==> config.mk <==
export PLATFORM = sky130hd
export DESIGN_NAME = ac_store_unit
export DESIGN_NICKNAME = d
export VERILOG_FILES = /design/src/rtl/ac_store_pkg.sv /design/src/rtl/store_timer.sv /design/src/rtl/ac_store_unit.sv
export SDC_FILE = /design/constraint.sdc
export NUM_CORES = 1
export LEC_CHECK = 0
export CORE_UTILIZATION = 45
export CTS_BUF_LIST = sky130_fd_sc_hd__clkbuf_4 sky130_fd_sc_hd__clkbuf_8 sky130_fd_sc_hd__clkbuf_16
export CTS_CLUSTER_SIZE = 8
export DETAILED_ROUTE_END_ITERATION = 16
export GPL_ROUTABILITY_DRIVEN = 0
export MAX_ROUTING_LAYER = met4
export PLACE_DENSITY_LB_ADDON = 0.2
export SYNTH_ARGS = -nofsm -noshare
export SYNTH_HDL_FRONTEND = slang
export SYNTH_HIERARCHICAL = 1
export SYNTH_SLANG_ARGS = --single-unit
==> constraint.sdc <==
create_clock -name clock -period 4.2 [get_ports clock]
set_input_delay 0.42 -clock clock [delete_from_list [all_inputs] [get_ports clock]]
set_output_delay 0.42 -clock clock [all_outputs]
set_load 0.01 [all_outputs]
==> src/rtl/ac_store_pkg.sv <==
// Shared types and defaults for the accumulator store (write-back) path.
package ac_store_pkg;

    localparam int DEFAULT_DATA_W = 16;
    localparam int DEFAULT_ADDR_W = 16;

    typedef enum logic [2:0] {
        IDLE,
        SETUP,
        WRITE,
        DONE,
        ERR
    } state_t;

    function automatic int max_int(input int a, input int b);
        return (a > b) ? a : b;
    endfunction

endpackage

==> src/rtl/store_timer.sv <==
// Loadable, clearable down-counter with terminal-count flag; times both the
// SETUP hold and the WRITE acknowledge timeout.
module store_timer #(
    parameter int CNT_W = 4
) (
    input  logic             clock,
    input  logic             reset,
    input  logic             clear,
    input  logic             load,
    input  logic [CNT_W-1:0] load_value,
    input  logic             dec,
    output logic             tc
);

    logic [CNT_W-1:0] count;

    // Saturates at zero instead of wrapping, so a held dec cannot re-arm the count.
    always_ff @(posedge clock) begin
        if (reset) begin
            count <= '0;
        end else if (clear) begin
            count <= '0;
        end else if (load) begin
            count <= load_value;
        end else if (dec && (count != '0)) begin
            count <= count - CNT_W'(1);
        end
    end

    assign tc = (count == '0);

endmodule

==> src/rtl/ac_store_unit.sv <==
// Accumulator write-back unit: captures a store command, then drives a
// setup-hold / we-ack write into data memory and reports done or timeout.
module ac_store_unit
    import ac_store_pkg::*;
#(
    parameter int DATA_W       = DEFAULT_DATA_W,
    parameter int ADDR_W       = DEFAULT_ADDR_W,
    parameter int SETUP_CYCLES = 1,
    parameter int TIMEOUT      = 15
) (
    input  logic              clock,
    input  logic              reset,
    input  logic              st_req,
    input  logic [ADDR_W-1:0] st_addr,
    input  logic [DATA_W-1:0] ac_data,
    output logic              st_busy,
    output logic              st_done,
    output logic              st_err,
    output logic [ADDR_W-1:0] mem_addr,
    output logic [DATA_W-1:0] mem_wdata,
    output logic              mem_we,
    input  logic              mem_ack
);

    localparam int               CNT_W       = $clog2(max_int(SETUP_CYCLES, TIMEOUT) + 1);
    localparam bit               HAS_TIMEOUT = (TIMEOUT != 0);
    localparam logic [CNT_W-1:0] SETUP_LOAD  = CNT_W'(SETUP_CYCLES - 1);
    localparam logic [CNT_W-1:0] WRITE_LOAD  = CNT_W'((TIMEOUT == 0) ? 0 : TIMEOUT - 1);

    state_t           state;
    logic             timer_clear;
    logic             timer_load;
    logic             timer_dec;
    logic [CNT_W-1:0] timer_value;
    logic             timer_tc;

    // The timer is loaded with (cycles - 1) on state entry, so terminal count
    // marks the last cycle of SETUP or the TIMEOUT-th unacknowledged WRITE cycle.
    always_comb begin
        // NOTE: every signal gets a default first so no path leaves it unassigned (no latch).
        timer_clear = 1'b0;
        timer_load  = 1'b0;
        timer_dec   = 1'b0;
        timer_value = '0;
        case (state)
            IDLE: begin
                if (st_req) begin
                    timer_load  = 1'b1;
                    timer_value = SETUP_LOAD;
                end
            end
            SETUP: begin
                if (timer_tc) begin
                    timer_load  = 1'b1;
                    timer_value = WRITE_LOAD;
                end else begin
                    timer_dec = 1'b1;
                end
            end
            WRITE: begin
                if (mem_ack || (HAS_TIMEOUT && timer_tc)) begin
                    timer_clear = 1'b1;
                end else begin
                    timer_dec = HAS_TIMEOUT;
                end
            end
            default: timer_clear = 1'b1;
        endcase
    end

    store_timer #(
        .CNT_W (CNT_W)
    ) u_timer (
        .clock      (clock),
        .reset      (reset),
        .clear      (timer_clear),
        .load       (timer_load),
        .load_value (timer_value),
        .dec        (timer_dec),
        .tc         (timer_tc)
    );

    // NOTE: sequential state uses non-blocking assignments so every register samples pre-edge values.
    always_ff @(posedge clock) begin
        if (reset) begin
            state     <= IDLE;
            st_busy   <= 1'b0;
            st_done   <= 1'b0;
            st_err    <= 1'b0;
            mem_we    <= 1'b0;
            mem_addr  <= '0;
            mem_wdata <= '0;
        end else begin
            st_done <= 1'b0;
            st_err  <= 1'b0;
            case (state)
                IDLE: begin
                    if (st_req) begin
                        state     <= SETUP;
                        st_busy   <= 1'b1;
                        mem_addr  <= st_addr;
                        mem_wdata <= ac_data;
                    end
                end
                SETUP: begin
                    if (timer_tc) begin
                        state  <= WRITE;
                        mem_we <= 1'b1;
                    end
                end
                WRITE: begin
                    // An ack on the expiry edge still counts as success.
                    if (mem_ack) begin
                        state   <= DONE;
                        mem_we  <= 1'b0;
                        st_done <= 1'b1;
                    end else if (HAS_TIMEOUT && timer_tc) begin
                        state  <= ERR;
                        mem_we <= 1'b0;
                        st_err <= 1'b1;
                    end
                end
                DONE, ERR: begin
                    state   <= IDLE;
                    st_busy <= 1'b0;
                end
                default: begin
                    state   <= IDLE;
                    st_busy <= 1'b0;
                    mem_we  <= 1'b0;
                end
            endcase
        end
    end

endmodule

==> metrics, run 1 <==
status finished, final reports clean; post-synthesis to final-layout area growth 46.3%; RSZ-0062 raised after global routing false; initial antenna violation count 0; Antenna Nets Post-Route 0; kind of critical path input pin to register; PnR worst setup slack 1770 ps; min Tclk post-route 2430 ps; Yosys reg bits 43; Worst Path Required 4370 ps; DR DRC count 0; crit path cell chain clkdlybuf4s50_1, or4b_1, nand2b_1, inv_1, o21ai_0, a31oi_2; Tot Pwr 1.20 mW; commonest non-fill, non-tap cell in the layout clkdlybuf4s50_1; Pre-Repair DR Iteration Count 4; Unique masters post-synth 35; Hold Path Class register to register; crit path capture type register; syn_area_per_cell 8.18 sq um; fin nets 317; max-slew violations 0; total leakage power 0.950 nW; std cell rows 22; CTS tree built; commonest non-fill, non-tap cells in the layout clkdlybuf4s50_1 (71), nand2_1 (66), dfxtp_1 (43); Max-cap violations 0; utilization after layout 69.1%; first-pass GRT wire length 6670 um; Worst-Skew Late Latency 290 ps; Final Hold Viols 0; fmax 411 MHz; final setup vio count 0; 1st-iter DRT viols 125; diodes inserted 0; Place WS 1440 ps; fin area 2550 sq um; CP arrival 2600 ps; fill count 319; Max rail drop VDD 0.276 mV; DR WL/cell 11.9 um; routed wire length 3910 um; post-cts resize count 0; H-tree Lvls 2; vias in the first global route 1517; die area 4130 sq um; All-Layer GR Usage 21.7%; worst-margin pin slew 1090 ps; Startpoint Class input pin; P per Cell Area 469 nW/um^2; port bufs 71; Initial Utilization 47.3%; final setup TNS 0 ps; worst stage delay on the critical path 940 ps; IO Pins 72; CP Max Fanout 33; Clock Pin Slew Worst Setup and Hold Paths 80 ps; Core ar. 3690 sq um; clk buf depth 2; syn nets 250; mapped cell area 1740 sq um; Setup Buffers After CTS 0; Detail Placement HPWL 2670 um; remaining global-route overflow 0; Cells after Synth 213; Post-DP Area 2460 sq um; Synth Warn # 6; Final Cycle Share 57.9%; Slowest cell on crit path or4b_1; die height 64.2 um; flop-to-flop setup slack 1800 ps; Vias 1634; sequential area share after synthesis 49.4%; Root Buffer clkbuf_8; Hold Buf Count CTS 0; CTS Sinks 43; largest net degree at the start of global routing 36; TritonCTS Buffers 5; relative slew slack 27.4%; Vias/cell 4.97; clock skew 6.60 ps; layout cell share with drive strength beyond 1 6.05%; die width 64.2 um
## worst paths after layout
| path | endpoint | start | depth (start not counted) |
|---|---|---|---|
| min reg2reg | mem_wdata[12] | mem_wdata[12] | 2 |
| min | mem_wdata[12] | mem_wdata[12] | 2 |
| max | u_timer/count[0] | st_req | 6 |
| max reg2reg | u_timer/count[0] | state[1] | 5 |
## stage by stage
stage / hold slack (ps) / instances
2_1_floorplan: 481 / 213
3_3_place_gp: 442 / 321
3_5_place_dp: 445 / 321
4_1_cts: 456 / 329
5_1_grt: 478 / 329
6_report: 454 / 329
## power breakdown
part | switching (mW) | internal [mW] | total [mW]
clock network | 0.134 | 0.123 | 0.256
registers | 0.0515 | 0.470 | 0.521
logic | 0.214 | 0.204 | 0.418
total | 0.399 | 0.796 | 1.20
## synthesized netlist by cell type
cell	n	share of area, %
and3b_1	1	0.50
nand2_1	66	14
and4b_2	1	0.65
nand4_1	1	0.36
nand3b_1	1	0.43
clkinv_2	1	0.29
or3b_4	1	0.65
dfxtp_1	43	49
clkbuf_1	5	1.1
ha_1	1	0.72
a31oi_2	1	0.72
or4b_1	1	0.57
o31ai_1	1	0.43
o21bai_1	1	0.43
nand3_1	3	0.86
nor2_1	7	1.5
conb_1	1	0.22
o21ai_0	4	1.1
nor4b_2	2	1.7
a21boi_0	2	0.86
inv_1	4	0.86
nor4b_1	1	0.50
a21oi_1	38	11
o21a_1	1	0.43
and4_1	2	1.0
buf_2	4	1.1
buf_6	3	1.9
o2111ai_1	1	0.50
nand2b_1	4	1.4
nor2b_1	5	1.8
mux2i_1	2	1.1
and4b_1	1	0.57
buf_1	1	0.22
o21ai_2	1	0.50
nor3_1	1	0.29
## cells by family (layout without fill, tap and decap cells)
| kind of cell | after synthesis | count (layout) | share of synthesized area [%] |
|---|---|---|---|
| fa+ha+maj | 1 | 1 | 0.718 |
| buf+inv | 18 | 86 | 5.53 |
| flops | 43 | 43 | 49.4 |
| mux | 2 | 2 | 1.15 |
| compound gates | 50 | 50 | 15.9 |
| other cells | 1 | 1 | 0.215 |
| simple gates | 98 | 98 | 27.1 |
## registers in the layout (all words and copies together), names as in the netlist
signal         count
u_timer/count      4
st_err             1
st_busy            1
mem_addr          16
mem_we             1
st_done            1
mem_wdata         16
state              3
## worst max-delay path, delay by kind of cell
kind | cells | cell delay [ps]
buf+inv | 2 | 650
compound gates | 2 | 280
simple gates | 2 | 1260
## routing by layer
layer / part of all wire, % / GRT usage [%]
met5: 0 / -
met3: 7.5 / 7.32
met2: 47 / 35.4
met4: 1.9 / 9.44
met1: 44 / 24.1
## final cells by class
class / instances / area (sq um) / area share (%)
tap: 48 / 60.1 / 2.36
clock inverter: 2 / 12.5 / 0.491
timing repair buffer: 73 / 726 / 28.5
multi-input combinational: 152 / 795 / 31.2
clock buffer: 6 / 76.3 / 2.99
inverter: 5 / 20.0 / 0.785
sequential: 43 / 861 / 33.8
No activity file was read; power rests on OpenSTA's default activity.
==> run 2: changes to the inputs <==
Settings changed: CORE_UTILIZATION 45 to 42.
Clock period 4.2 ns to 2.33 ns, I/O delays scaled along.
==> run 2 against run 1 <==
Clock-buffer cell count grew 1. Worst setup slack lost 1500 ps. First-iteration DRC count shrank 26%. Sequential cell count unchanged. Critical path type is now register to register. Highest routed layer unchanged.
==> metrics, run 2 (synthesis gave the netlist of run 1 again) <==
status finished, final reports clean; FF/Latch Area 861 sq um (unchanged); initial antenna violation count 0 (unchanged); IO Pins 72 (unchanged); max-slew violations 0 (unchanged); commonest non-fill, non-tap cells in the layout clkdlybuf4s50_1 (71), nand2_1 (66), dfxtp_1 (43); met1 Resource Use GR 22.3% (-1.8 points); Critical R2R Launch u_timer/count[0]; CP arrival 2240 ps (-360 ps); P per Cell Area 842 nW/um^2 (+80%); worst setup path end u_timer/count[0]; 1st-iter DRT viols 93 (-26%); Final Hold Viols 0 (unchanged); crit path capture type register; Core ar. 4000 sq um (+8.4%); clock skew 6.23 ps (-0.377 ps); H-tree Lvls 2 (unchanged); Startpoint Class register; fmax 485 MHz; flop-to-flop setup slack 270 ps (-1530 ps); Max rail drop VDD 0.498 mV (+80%); layout cell share with drive strength beyond 1 7.04% (+0.99 points); CP Max Fanout 11 (-67%); die width 66.4 um (+3.4%); Max-cap violations 0 (unchanged); total leakage power 0.969 nW (+2.0%); All-Layer GR Usage 18.8% (-2.9 points); Worst-Skew Late Latency 290 ps (about the same); die area 4410 sq um (+6.9%); Hold Buf Count CTS 0 (unchanged); Root Buffer clkbuf_8; busiest grt layer met2; vias in the first global route 1358 (-10%); Vias/cell 4.77 (-4.0%); Pre-Repair DR Iteration Count 4 (unchanged); Initial Utilization 43.6% (-3.7 points); CTS tree built; fin nets 320 (+0.95%); Antenna Nets Post-Route 0 (unchanged); fill count 374 (+17%); Hold Path Class register to register; largest net degree at the start of global routing 33 (-8.3%); DR DRC count 0 (unchanged); die height 66.4 um (+3.4%); RSZ-0062 raised after global routing false; WHS Path Cells 2 (unchanged); min Tclk post-route 2060 ps; DR WL/cell 11.7 um (-1.4%); area of the multi-input gates 795 sq um (unchanged); post-synthesis to final-layout area growth 47.7%; Detail Placement HPWL 2740 um (+2.6%); diodes inserted 0 (unchanged); clk buf depth 2 (unchanged); worst setup path startpoint u_timer/count[0]; Placed Instances 326 (+1.6%); kind of critical path register to register; utilization after layout 64.4% (-4.8 points); std cell rows 23 (+4.5%); Setup Buffers After CTS 0 (unchanged); routed wire length 3910 um (about the same); Worst Path Required 2500 ps (-1870 ps); final setup vio count 0 (unchanged); remaining global-route overflow 0 (unchanged); commonest non-fill, non-tap cell in the layout clkdlybuf4s50_1; Vias 1593 (-2.5%); final setup TNS 0 ps (unchanged); Clock Pin Slew Worst Setup and Hold Paths 70 ps (about the same); met2 Usage GRT 29.7% (-5.7 points); first-pass GRT wire length 6100 um (-8.6%); fin cells 334 (+1.5%); Reg2Reg Depth 9 (+4); Final Cycle Share 88.6%; port bufs 71 (unchanged); post-cts resize count 0 (unchanged); met3 usage 5.69% (-1.6 points); top flop regs mem_addr x16, mem_wdata x16, u_timer/count x4; CTS Sinks 43 (unchanged); TritonCTS Buffers 5 (unchanged); Tot Pwr 2.17 mW (+81%); Reg-to-Reg End u_timer/count[0]
-- run 2: through the flow --
step / hold WS, ps / instance area (sq um) / worst slack (ps)
finish: 454 / 2570 / 267
global route: 471 / 2570 / 33.8
CTS: 456 / 2570 / 253
detailed placement: 446 / 2490 / 273
global placement: 441 / 2490 / 344
floorplan: 369 / 1740 / 295
-- run 2: routing by layer --
| metal | wire length (um) | vias to the layer above |
|---|---|---|
| met3 | 248 | 6 |
| li1 | - | 852 |
| met4 | 62 | 0 |
| met2 | 1800 | 43 |
| met5 | 0 | - |
| met1 | 1800 | 692 |
-- run 2: final cells by class --
type | count | share of cell area (%)
clock buffer | 7 | 3.26
clock inverter | 1 | 0.194
inverter | 5 | 0.777
timing repair buffer | 76 | 29.1
multi-input combinational | 152 | 30.9
tap | 50 | 2.43
sequential | 43 | 33.4
-- run 2: worst min-delay path by stage --
stage	startpoint	endpoint	slack (ps)
global route	mem_wdata[1]	mem_wdata[1]	470
floorplan	st_addr[0]	mem_addr[0]	370
finish	mem_wdata[12]	mem_wdata[12]	450
CTS	mem_addr[7]	mem_addr[7]	460
detailed placement	mem_wdata[10]	mem_wdata[10]	450
global placement	mem_addr[2]	mem_addr[2]	440
-- run 2: power breakdown --
part | total [mW] | switching [mW] | leakage (nW) | internal [mW]
sequential | 0.939 | 0.0927 | 0.353 | 0.847
combinational | 0.764 | 0.384 | 0.567 | 0.380
clock | 0.464 | 0.231 | 0.0491 | 0.233
total | 2.17 | 0.708 | 0.969 | 1.46
-- run 2: critical path, stage by stage, from the launching register on --
cell and delay [ps]:
dfxtp_1 340, inv_1 80, ha_1 190, or3b_4 410, clkinv_2 130, and3b_1 230
nand2b_1 170, inv_1 120, o21ai_0 220, a31oi_2 50
==> run 3: changes to the inputs <==
Settings changed: CTS_CLUSTER_SIZE 8 to not set.
==> results of run 3 <==
Final layout, timing and power as in run 2 (identical DEF).
